`src/rtl/subbytes_sched.sv`:
```
// Round-robin scheduler sharing one external 32-bit S-box between the key-schedule
// SubWord path and the 128-bit cipher-state SubBytes path (state processed MSW first).
module subbytes_sched #(
  parameter bit KS_FIRST = 1'b1
) (
  input  logic         clk,
  input  logic         rst,
  input  logic         ks_valid,
  output logic         ks_ready,
  input  logic [31:0]  ks_din,
  output logic         ks_out_valid,
  output logic [31:0]  ks_dout,
  input  logic         st_valid,
  output logic         st_ready,
  input  logic [127:0] st_din,
  output logic         st_out_valid,
  output logic [127:0] st_dout,
  output logic [31:0]  sbox_x,
  input  logic [31:0]  sbox_y,
  output logic         busy
);

  typedef enum logic [1:0] {IDLE, KS, ST} state_e;

  state_e         state_q, state_d;
  logic [1:0]     wcnt_q, wcnt_d;
  logic           rr_q, rr_d;       // 1: key schedule wins the next tie
  logic [31:0]    ks_word_q, ks_word_d;
  logic [127:0]   st_word_q, st_word_d;
  logic [127:0]   acc_q, acc_d;
  logic [31:0]    ks_dout_q, ks_dout_d;
  logic [127:0]   st_dout_q, st_dout_d;
  logic           ks_ov_q, ks_ov_d;
  logic           st_ov_q, st_ov_d;

  always_ff @(posedge clk or posedge rst) begin
    if (rst) begin
      state_q   <= IDLE;
      wcnt_q    <= '0;
      rr_q      <= KS_FIRST;
      ks_word_q <= '0;
      st_word_q <= '0;
      acc_q     <= '0;
      ks_dout_q <= '0;
      st_dout_q <= '0;
      ks_ov_q   <= 1'b0;
      st_ov_q   <= 1'b0;
    end else begin
      state_q   <= state_d;
      wcnt_q    <= wcnt_d;
      rr_q      <= rr_d;
      ks_word_q <= ks_word_d;
      st_word_q <= st_word_d;
      acc_q     <= acc_d;
      ks_dout_q <= ks_dout_d;
      st_dout_q <= st_dout_d;
      ks_ov_q   <= ks_ov_d;
      st_ov_q   <= st_ov_d;
    end
  end

  always_comb begin
    state_d   = state_q;
    wcnt_d    = wcnt_q;
    rr_d      = rr_q;
    ks_word_d = ks_word_q;
    st_word_d = st_word_q;
    acc_d     = acc_q;
    ks_dout_d = ks_dout_q;
    st_dout_d = st_dout_q;
    ks_ov_d   = 1'b0;
    st_ov_d   = 1'b0;
    ks_ready  = 1'b0;
    st_ready  = 1'b0;
    sbox_x    = '0;

    case (state_q)
      IDLE: begin
        ks_ready = ks_valid && (!st_valid || rr_q);
        st_ready = st_valid && (!ks_valid || !rr_q);
        if (ks_ready) begin
          ks_word_d = ks_din;
          rr_d      = 1'b0;
          state_d   = KS;
        end else if (st_ready) begin
          st_word_d = st_din;
          wcnt_d    = '0;
          rr_d      = 1'b1;
          state_d   = ST;
        end
      end
      KS: begin
        sbox_x    = ks_word_q;
        ks_dout_d = sbox_y;
        ks_ov_d   = 1'b1;
        state_d   = IDLE;
      end
      ST: begin
        case (wcnt_q)
          2'd0: begin sbox_x = st_word_q[127:96]; acc_d[127:96] = sbox_y; end
          2'd1: begin sbox_x = st_word_q[95:64];  acc_d[95:64]  = sbox_y; end
          2'd2: begin sbox_x = st_word_q[63:32];  acc_d[63:32]  = sbox_y; end
          default: begin sbox_x = st_word_q[31:0]; acc_d[31:0] = sbox_y; end
        endcase
        // Final word is merged via acc_d so st_dout never exposes a partial result.
        if (wcnt_q == 2'd3) begin
          st_dout_d = acc_d;
          st_ov_d   = 1'b1;
          wcnt_d    = '0;
          state_d   = IDLE;
        end else begin
          wcnt_d = wcnt_q + 2'd1;
        end
      end
      default: state_d = IDLE;
    endcase
  end

  assign ks_out_valid = ks_ov_q;
  assign st_out_valid = st_ov_q;
  assign ks_dout      = ks_dout_q;
  assign st_dout      = st_dout_q;
  assign busy         = (state_q != IDLE);

endmodule

```
`config.mk`:
```
export PLATFORM = sky130hd
export DESIGN_NAME = subbytes_sched
export DESIGN_NICKNAME = d
export VERILOG_FILES = /design/src/rtl/subbytes_sched.sv
export SDC_FILE = /design/constraint.sdc
export NUM_CORES = 1
export LEC_CHECK = 0
export BUFFER_PORTS_ARGS = -buffer_cell sky130_fd_sc_hd__buf_2
export CELL_PAD_IN_SITES_DETAIL_PLACEMENT = 2
export CELL_PAD_IN_SITES_GLOBAL_PLACEMENT = 2
export CORE_MARGIN = 1
export CORE_UTILIZATION = 33
export CTS_CLUSTER_SIZE = 8
export DETAILED_ROUTE_END_ITERATION = 10
export PLACE_DENSITY_LB_ADDON = 0.15
export SYNTH_ARGS = -nofsm -noshare
export SYNTH_HDL_FRONTEND = slang
export SYNTH_SLANG_ARGS = --single-unit
```
`constraint.sdc`:
```
create_clock -name clk -period 12.65 [get_ports clk]
set_input_delay 1.8975 -clock clk [delete_from_list [all_inputs] [get_ports clk]]
set_output_delay 1.8975 -clock clk [all_outputs]
set_load 0.005 [all_outputs]
```
==> results.md, run 1 <==
- Layout cells sized above 1: 0.439
- IO Pins: 393
- Area Overhead vs Synth: 21.7%
- Xor and xnor area share after synthesis: 0
- Crit path launch type: register
- Row count: 86
- Remaining DRCs: 0
- Critical path buffers and inverters: 3
- Top Family by Delay on Critical Path: buffers and inverters
- WS Path Type: reg -> out
- Setup Buffers After CTS: 0
- Share of the synthesized area in the top cell type: 0.575
- # resized after CTS: 0
- Final wirelength: 57.5 mm
- CP required: 10.75 ns
- Max Freq: 0.189 GHz
- Flops & latches, synth: 423
- Avg WL per Cell: 23.0 um
- Post-Synth Simple-Gate Area: 0.0440
- Compound-Gate Fraction of Synth Area: 0.0629
- Clk buf depth: 3
- Max FO, Critical Path: 38
- Crit end category: output pin
- Post-DR vias/cell: 4.95
- CTS Buf Count: 58
- Warnings from Yosys: 0
- Total Power: 5.96 mW
- DR vias: 12,400
- Leak pwr: 10.5 nW
- Worst reg2reg setup slack: 9.28 ns
- DR iter-0 viols: 586
- Tmin final: 5.28 ns
- Worst slew margin: 0.288
- Root Driver: clkbuf_16
- CTS tree: built
- Final net count: 1,936
- Die ar.: 0.0566 mm2
- Fill count: 5,663
- Hold Buf Count CTS: 0
- Slew Limit Fails: 0
- Synthesized net count: 1,560
- Syn Inst Count: 1,357
- Main combinational cell family by area after synthesis: multiplexers
- Tcrit/Tclk final: 0.417
- Slowest CP cell: buf_4
- Initial Util: 0.333
- Final antenna-violating net count: 0
- Clock skew: 0.0222 ns
- Multiplexer share of the synthesized area: 0.267
- Routability cong.: 0.784
- Post-DP HPWL: 37.7 mm
- Total gr overflow: 0
- Final setup viols: 0
- First-pass GRT wire length: 88.0 mm
- Setup TNS: 0 ns
- Wire length on met3: 2.99 mm
- Max incr delay on CP: 0.65 ns
- Total track usage: 0.205
- Fraction of registers with async set/reset: 1.00
- Cell Chain, Critical Path: inv_1, ha_4, buf_4, a222oi_1, mux2i_1, a22o_1, buf_2
- Vias in the first global route: 13,700
- Synth Area in Adders: 0.00477
- Die extent in x: 238 um
- Ys flop type: dfrtp_1
- Met2 wire len: 28.5 mm
- Max_cap viols: 0
- Worst Tran Pin Value: 1.06 ns
- Clock sink total: 423
- Post-Layout Cell Count: 2,500
- H-Tree Depth: 2
- Clock slew at reported path FFs: 0.05 ns
- Post-Syn Area: 0.0184 mm2
- Worst hold path depth: 2
- Hold Crit Class: reg -> reg
- Core Footprint: 0.0551 mm2
- Pwr Density: 267 mW/mm2
- Area leader, netlist: dfrtp_1
- Status: finished, final reports clean
- Synth Area per Inst: 13.5 um2
- CP Depth: 7
- Post-synth cell types: 27
- Initial antenna violation count: 6
- Drt pass-1 iters: 8
- Top layer used by detailed routing: met5
- Pin count of the biggest net entering global routing: 171
- Dpl cells: 2,421
- DRT met1 WL: 24.9 mm
- Reg area: 0.0106 mm2
- Multi-input logic area: 0.00701 mm2
- Final hold viol count: 0
- Leading post-synthesis cells by cell area: dfrtp_1 57%, mux2_2 11%, mux2_4 8.2%
- Worst r2r path cells: 5
- Worst-Skew Late Latency: 0.61 ns
- WP data arrival: 3.38 ns
- Die height: 238 um
- Max VDD drop: 0.107 mV
- Sequential area share after synthesis: 0.576
- Post-synth EDFFs: 0
- I/O Buffers: 392
- Unrepaired setup endpoints after global routing: no
-- state kept, by name, indices dropped and copies added (netlist names) --
register	cells
acc_q	96
ks_dout	32
ks_out_valid	1
ks_word_q	32
rr_q	1
st_dout	128
st_out_valid	1
st_word_q	128
state_q	2
wcnt_q	2
-- worst reg2reg max path: stages (launching register included) --
cell and delay [ns]:
dfrtp_1 0.46, inv_1 0.19, ha_4 0.52, buf_4 0.69, nand2_2 0.80, mux2_2 0.59
-- Yosys cell counts, types with 5 or more instances --
master / instances
buf_6: 5
buf_4: 17
nand2_1: 200
a222oi_1: 32
buf_2: 43
mux2_1: 5
buf_12: 11
mux2_2: 183
mux2i_1: 128
inv_1: 39
ha_1: 7
clkbuf_1: 16
dfrtp_1: 422
a22o_1: 32
o21ai_0: 97
mux2_4: 100
-- metrics by stage --
| step | cell area (um2) | util | setup slack [ns] | hold slack, ns |
|---|---|---|---|---|
| after floorplan | 18400 | - | 5.05 | 0.459 |
| after detailed placement | 20800 | 0.377 | 7.72 | 0.466 |
| after CTS | 22300 | 0.406 | 7.29 | 0.479 |
| after global routing | 22400 | 0.406 | 7.20 | 0.496 |
| final | 22400 | 0.406 | 7.37 | 0.471 |
| after global placement | 20800 | 0.377 | 7.74 | 0.453 |
-- path summary, 6_finish.rpt --
check,end,start
setup / recovery,sbox_x[13],wcnt_q[0]
hold / removal,st_dout[4],st_dout[4]
setup reg to reg,acc_q[118],wcnt_q[0]
hold reg to reg,st_dout[4],st_dout[4]
max in group asynchronous,st_word_q[4],rst
min in group asynchronous,ks_word_q[5],rst
-- final cells by class --
cell class	instances	area share
clock inverters	2	0.00129
inverters	41	0.00727
diodes	5	0.000560
multi-input cells	801	0.314
flip-flops and latches	423	0.473
repair buffers	408	0.0937
well taps	748	0.0419
clock buffers	72	0.0682
-- power by group --
group	switching [mW]	leakage (nW)	internal, mW
Combinational	1.00	4.98	1.12
Clock	0.580	0.757	0.828
Sequential	0.383	4.79	2.05
Total	1.97	10.5	3.99
-- logic make-up (layout without fill, tap and decap cells) --
kind of cell / after synthesis / count (layout)
buffers and inverters: 133 / 523
AOI/OAI and AO/OA: 169 / 169
adders and majority gates: 7 / 7
and+or+nand+nor: 209 / 209
muxes: 416 / 416
other: 0 / 5
DFF: 423 / 423
-- routing by layer --
layer,track usage,vias to the layer above
met5,0,-
met4,0.0538,4
met2,0.347,294
met3,0.0414,68
met1,0.265,6498
li1,-,5516
-- layout by cell type (no fill, tap or decap), types with 5 or more instances in the layout --
cell and instances:
o21ai_0 97, diode_2 5, mux2_2 183, dfrtp_1 422, mux2_4 100, inv_1 38, clkbuf_16 59, mux2_1 5
nand2_1 197, a22o_1 32, buf_2 392, clkbuf_1 13, buf_4 15, a222oi_1 32, mux2i_1 128
No activity file was read; power rests on OpenSTA's default activity.
==> run 2: changes to the inputs <==
- ABC_AREA: not set -> 1
- CORE_UTILIZATION: 33 -> 31
- clock period: 12.65 -> 4.9 ns (I/O delays scaled with it)
==> results.md, run 2 <==
- Met2 Use GR: 0.423
- Slew Limit Fails: 0
- Sw Share: 0.398
- Post-Layout Cell Count: 3,418
- CTS Buf Count: 58
- Initial antenna violation count: 16
- Tmin final: 4.02 ns
- Fill count: 6,832
- Main combinational cell family by area after synthesis: simple AND/OR/NAND/NOR gates
- First-pass GRT wire length: 108 mm
- Max FO, Critical Path: 57
- Most frequent cells in the layout: 1,229 x nand2_1, 422 x dfrtp_1, 392 x buf_2, 182 x o21ai_0, 136 x inv_1
- Hold Worst Slack: 0.126 ns
- Pre-CTS setup slack: 1.45 ns
- Area leader, netlist: dfrtp_1
- Avg WL per Cell: 20.8 um
- Setup TNS: 0 ns
- CTS tree: built
- Worst reg2reg setup slack: 1.68 ns
- Final setup viols: 0
- Top Family by Delay on Critical Path: buffers and inverters
- Hold Crit Class: in -> async
- Post-DP HPWL: 49.1 mm
- Max incr delay on CP: 0.63 ns
- Clock sink total: 423
- Max VDD drop: 0.292 mV
- Clk buf depth: 3
- Core Footprint: 0.0590 mm2
- Die ar.: 0.0606 mm2
- Crit end category: output pin
- Area Overhead vs Synth: 22.2%
- CP required: 4.16 ns
- Drt pass-1 iters: 4
- Worst slew margin: 0.310
- Clock Power Share: 0.251
- Share of the synthesized area in the top cell type: 0.571
- Syn Inst Count: 2,291
- Pwr Density: 638 mW/mm2
- Vias in the first global route: 18,000
- Final WS setup: 0.879 ns
- Global route hottest layer: met2
- H-Tree Depth: 2
- Final net count: 2,829
- Ys flop type: dfrtp_1
- Net Switching: 5.74 mW
- Initial Util: 0.313
- Warnings from Yosys: 0
- Root Driver: clkbuf_16
- Most frequent cell after synthesis: nand2_1
- Most common library cells after synthesis: 1,229 x nand2_1, 422 x dfrtp_1, 182 x o21ai_0, 137 x inv_1, 82 x buf_2
- GR met1 Demand/Resource: 0.274
- Total track usage: 0.236
- Leak pwr: 11.4 nW
- Worst r2r src: state_q[0]
- Post-synth cell types: 21
- Met3 Use GR: 0.0488
- Tcrit/Tclk final: 0.821
- Post-Synth Simple-Gate Area: 0.274
- Routability cong.: 0.849
- # resized after CTS: 0
- Remaining DRCs: 0
- Compound-Gate Fraction of Synth Area: 0.0662
- WP data arrival: 3.29 ns
- Final wirelength: 70.9 mm
- Cell Chain, Critical Path: inv_1, ha_4, inv_1, nor2_4, buf_4, nand2_1, a21oi_1, buf_2
- Fraction of registers with async set/reset: 1.00
- Final antenna-violating net count: 0
- Final hold viol count: 0
- Layout cells sized above 1: 0.201
- Setup Buffers After CTS: 0
- Hold Buf Count CTS: 0
- DR vias: 16,600
- Leading post-synthesis cells by cell area: dfrtp_1 57%, nand2_1 25%, o21ai_0 4.9%
- Synth Area in Adders: 0.00474
- Most frequent CP cell: inv_1
- Xor and xnor area share after synthesis: 0
- Row count: 89
- Post-Syn Area: 0.0185 mm2
- Max Freq: 0.249 GHz
- Die extent in x: 246 um
- Worst-Skew Late Latency: 0.61 ns
- Crit path launch type: register
- Pin count of the biggest net entering global routing: 148
- WS Path Type: reg -> out
- Multiplexer share of the synthesized area: 0.0195
- Synthesized net count: 2,494
- Reg power frac: 0.391
- Most common cell after layout, fill and taps aside: nand2_1
- Status: finished, final reports clean
- Slowest CP cell: nor2_4
- Logic pwr share: 0.358
- Post-synth EDFFs: 0
- Total gr overflow: 0
- R2r endpoint: acc_q[53]
- Placed Area: 0.0210 mm2
- Max_cap viols: 0
- Worst r2r path cells: 5
- Die height: 246 um
- Sequential area share after synthesis: 0.573
- Flops & latches, synth: 423
- Cell-internal power: 8.67 mW
- Clock skew: 0.0126 ns
- Synth Area per Inst: 8.07 um2
- Critical path buffers and inverters: 4
- Unrepaired setup endpoints after global routing: no
- Worst Tran Pin Value: 1.04 ns
- CP Depth: 8
- IO Pins: 393
- Dpl cells: 3,339
- I/O Buffers: 392
- Post-DR vias/cell: 4.84
- DR iter-0 viols: 676
- Clock slew at reported path FFs: 0.05 ns
- Final core occ: 0.383
- Total Power: 14.4 mW
- Final instance area: 0.0226 mm2
run 2: cell count changes in the layout (fill, tap and decap cells not counted), moves of 32 or more:
| cell | delta |
|---|---|
| mux2i_1 | -128 |
| a21oi_1 | +32 |
| nand2_1 | +1032 |
| o21ai_0 | +85 |
| mux2_2 | -151 |
| a222oi_1 | -32 |
| mux2_4 | -100 |
| inv_1 | +98 |
| nand3_1 | +69 |
| a22o_1 | -32 |
run 2: power groups by stage:
stage | Combinational, mW | Clock [mW] | Sequential [mW]
floorplan | 3.09 | 0 | 5.54
global placement | 5.06 | 0 | 5.60
detailed placement | 5.27 | 0 | 5.69
CTS | 5.33 | 3.74 | 5.65
global route | 5.87 | 3.86 | 5.79
finish | 5.16 | 3.61 | 5.64
run 2: kinds of logic (layout without fill, tap and decap cells):
logic type	Yosys count	in the layout
DFF	423	423
adders and majority gates	7	7
buffers and inverters	277	624
muxes	32	32
and+or+nand+nor	1313	1313
other	0	7
AOI/OAI and AO/OA	239	239
run 2: metal layers:
metal  vias up  share of wire  routed length, um
met5         -         0.0017                118
met4        18          0.037               2620
met3       117          0.049               3500
met2       329           0.51              36200
met1      8395           0.40              28500
li1       7697              -                  -
run 2: how the worst max path moves through the flow:
| stage | start | end | slack (ns) |
|---|---|---|---|
| 4_1_cts | state_q[0] | sbox_x[18] | 0.76 |
| 6_report | state_q[0] | sbox_x[18] | 0.88 |
| 3_5_place_dp | state_q[0] | sbox_x[18] | 1.45 |
| 2_1_floorplan | rst | acc_q[100] | -1.54 |
| 3_3_place_gp | state_q[0] | sbox_x[18] | 1.60 |
| 5_1_grt | state_q[0] | sbox_x[18] | 0.62 |
run 2: worst register-to-register path: cells and delay by family (launching register included):
family	cells	cell delay [ns]
buf+inv	3	1.70
compound gates	1	0.32
fa+ha+maj	1	0.60
flops	1	0.43
run 2: final cells by class:
cell class / count / area, um2 / share of cell area
multi-input cells: 1591 / 6810 / 0.301
clock buffers: 69 / 1490 / 0.0661
diodes: 7 / 17.5 / 0.000775
well taps: 773 / 967 / 0.0428
inverters: 140 / 534 / 0.0237
flip-flops and latches: 423 / 10600 / 0.469
repair buffers: 412 / 2150 / 0.0952
clock inverters: 3 / 33.8 / 0.00150
==> run 3: changes to the inputs <==
- ABC_AREA: 1 -> 0
- CORE_UTILIZATION: 31 -> 33
- clock period: 4.9 -> 3.8 ns (I/O delays scaled with it)
==> results.md, run 3 (synthesis gave the netlist of run 1 again) <==
- Slew Limit Fails: 0
- # resized after CTS: 0
- IO Pins: 393
- Max incr delay on CP: 0.77 ns
- CTS tree: built
- Crit path launch type: register
- First-pass GRT wire length: 88.0 mm
- Die ar.: 0.0566 mm2
- Most common cell after layout, fill and taps aside: dfrtp_1
- Clock skew: 0.0160 ns
- Layout cells sized above 1: 0.445
- Cell Chain, Critical Path: inv_1, ha_4, a222oi_1, mux2i_1, a22o_1, buf_2
- WS Path Type: reg -> out
- Final WS setup: 0.341 ns
- Slowest CP cell: ha_4
- Area Overhead vs Synth: 22.3%
- Vias in the first global route: 13,800
- Most frequent cells in the layout: 422 x dfrtp_1, 392 x buf_2, 197 x nand2_1, 183 x mux2_2, 128 x mux2i_1
- Crit end category: output pin
- Pwr Density: 886 mW/mm2
- Avg WL per Cell: 23.2 um
- Final wirelength: 58.1 mm
- Final hold viol count: 0
- Max_cap viols: 0
- DR iter-0 viols: 568
- Hold Worst Slack: 0.0344 ns
- Final setup viols: 0
- Unrepaired setup endpoints after global routing: no
- Pin count of the biggest net entering global routing: 189
- Final net count: 1,942
- Total gr overflow: 0
- Hold Buf Count CTS: 0
- Die height: 238 um
- Final core occ: 0.408
- Critical path origin: wcnt_q[0]
- Clock sink total: 423
- CP required: 3.23 ns
- Core Footprint: 0.0551 mm2
- CTS Buf Count: 59
- Max FO, Critical Path: 49
- Worst-Skew Late Latency: 0.61 ns
- WP data arrival: 2.89 ns
- Total Power: 19.9 mW
- Remaining DRCs: 0
- Post-DP HPWL: 38.5 mm
- I/O Buffers: 392
- Die extent in x: 238 um
- Initial Util: 0.333
- Tcrit/Tclk final: 0.910
- Worst r2r src: wcnt_q[0]
- Root Driver: clkbuf_16
- Top Family by Delay on Critical Path: adder cells
- DR vias: 12,400
- Pre-CTS setup slack: 0.906 ns
- Tmin final: 3.46 ns
- Worst slew margin: 0.395
- Clk buf depth: 3
- Clock slew at reported path FFs: 0.05 ns
- Total track usage: 0.206
- Setup TNS: 0 ns
- Row count: 86
- Routability cong.: 0.790
- Initial antenna violation count: 11
- Drt pass-1 iters: 6
- Max Freq: 0.289 GHz
- Leak pwr: 10.6 nW
- Setup Buffers After CTS: 0
- Max VDD drop: 0.369 mV
- Final antenna-violating net count: 0
- Worst Tran Pin Value: 0.907 ns
- H-Tree Depth: 2
- Hold Crit Class: in -> async
- Post-DR vias/cell: 4.97
- Status: finished, final reports clean
- Critical path buffers and inverters: 2
[run 3: cell type report]
| cell class | count | area, um2 |
|---|---|---|
| diodes | 8 | 20.0 |
| clock buffers | 62 | 1520 |
| clock inverters | 3 | 33.8 |
| fillers | 5647 | 32600 |
| inverters | 41 | 163 |
| multi-input cells | 801 | 7010 |
| flip-flops and latches | 423 | 10600 |
| well taps | 748 | 936 |
| repair buffers | 413 | 2190 |
[run 3: worst register-to-register path, cell delays in order (launching register included)]
cell     delay, ns
dfrtp_1       0.45
inv_1         0.20
ha_4          0.65
buf_4         0.57
nand2_2       0.09
buf_4         0.31
mux2_2        0.36
[run 3: through the flow]
step,cells,cell area (um2)
2_1_floorplan,1357,18400
3_5_place_dp,2426,20900
5_1_grt,2498,22500
4_1_cts,2491,22400
3_3_place_gp,2426,20900
6_report,2499,22500
[run 3: worst paths after layout]
kind | endpoint | slack, ns | cells after the start
max | sbox_x[13] | 0.34 | 6
max reg2reg | acc_q[102] | 1.05 | 6
max in group asynchronous | st_dout[24] | 2.63 | 3
min | st_dout[35] | 0.03 | 2
min reg2reg | st_dout[25] | 0.47 | 2
min in group clk | ks_word_q[19] | 0.19 | 2
[run 3: report_power, final]
group	total, mW	internal [mW]	leakage (nW)	switching [mW]
registers	8.13	6.82	4.79	1.30
logic	7.09	3.74	5.02	3.35
clock network	4.69	2.77	0.763	1.92
total	19.9	13.3	10.6	6.57
[run 3: layer usage]
layer,up-vias,global-route usage,part of all wire
met5,-,0,0.00064
met4,6,0.0743,0.027
met3,87,0.0515,0.056
met2,279,0.340,0.49
met1,6532,0.261,0.43
li1,5511,-,-
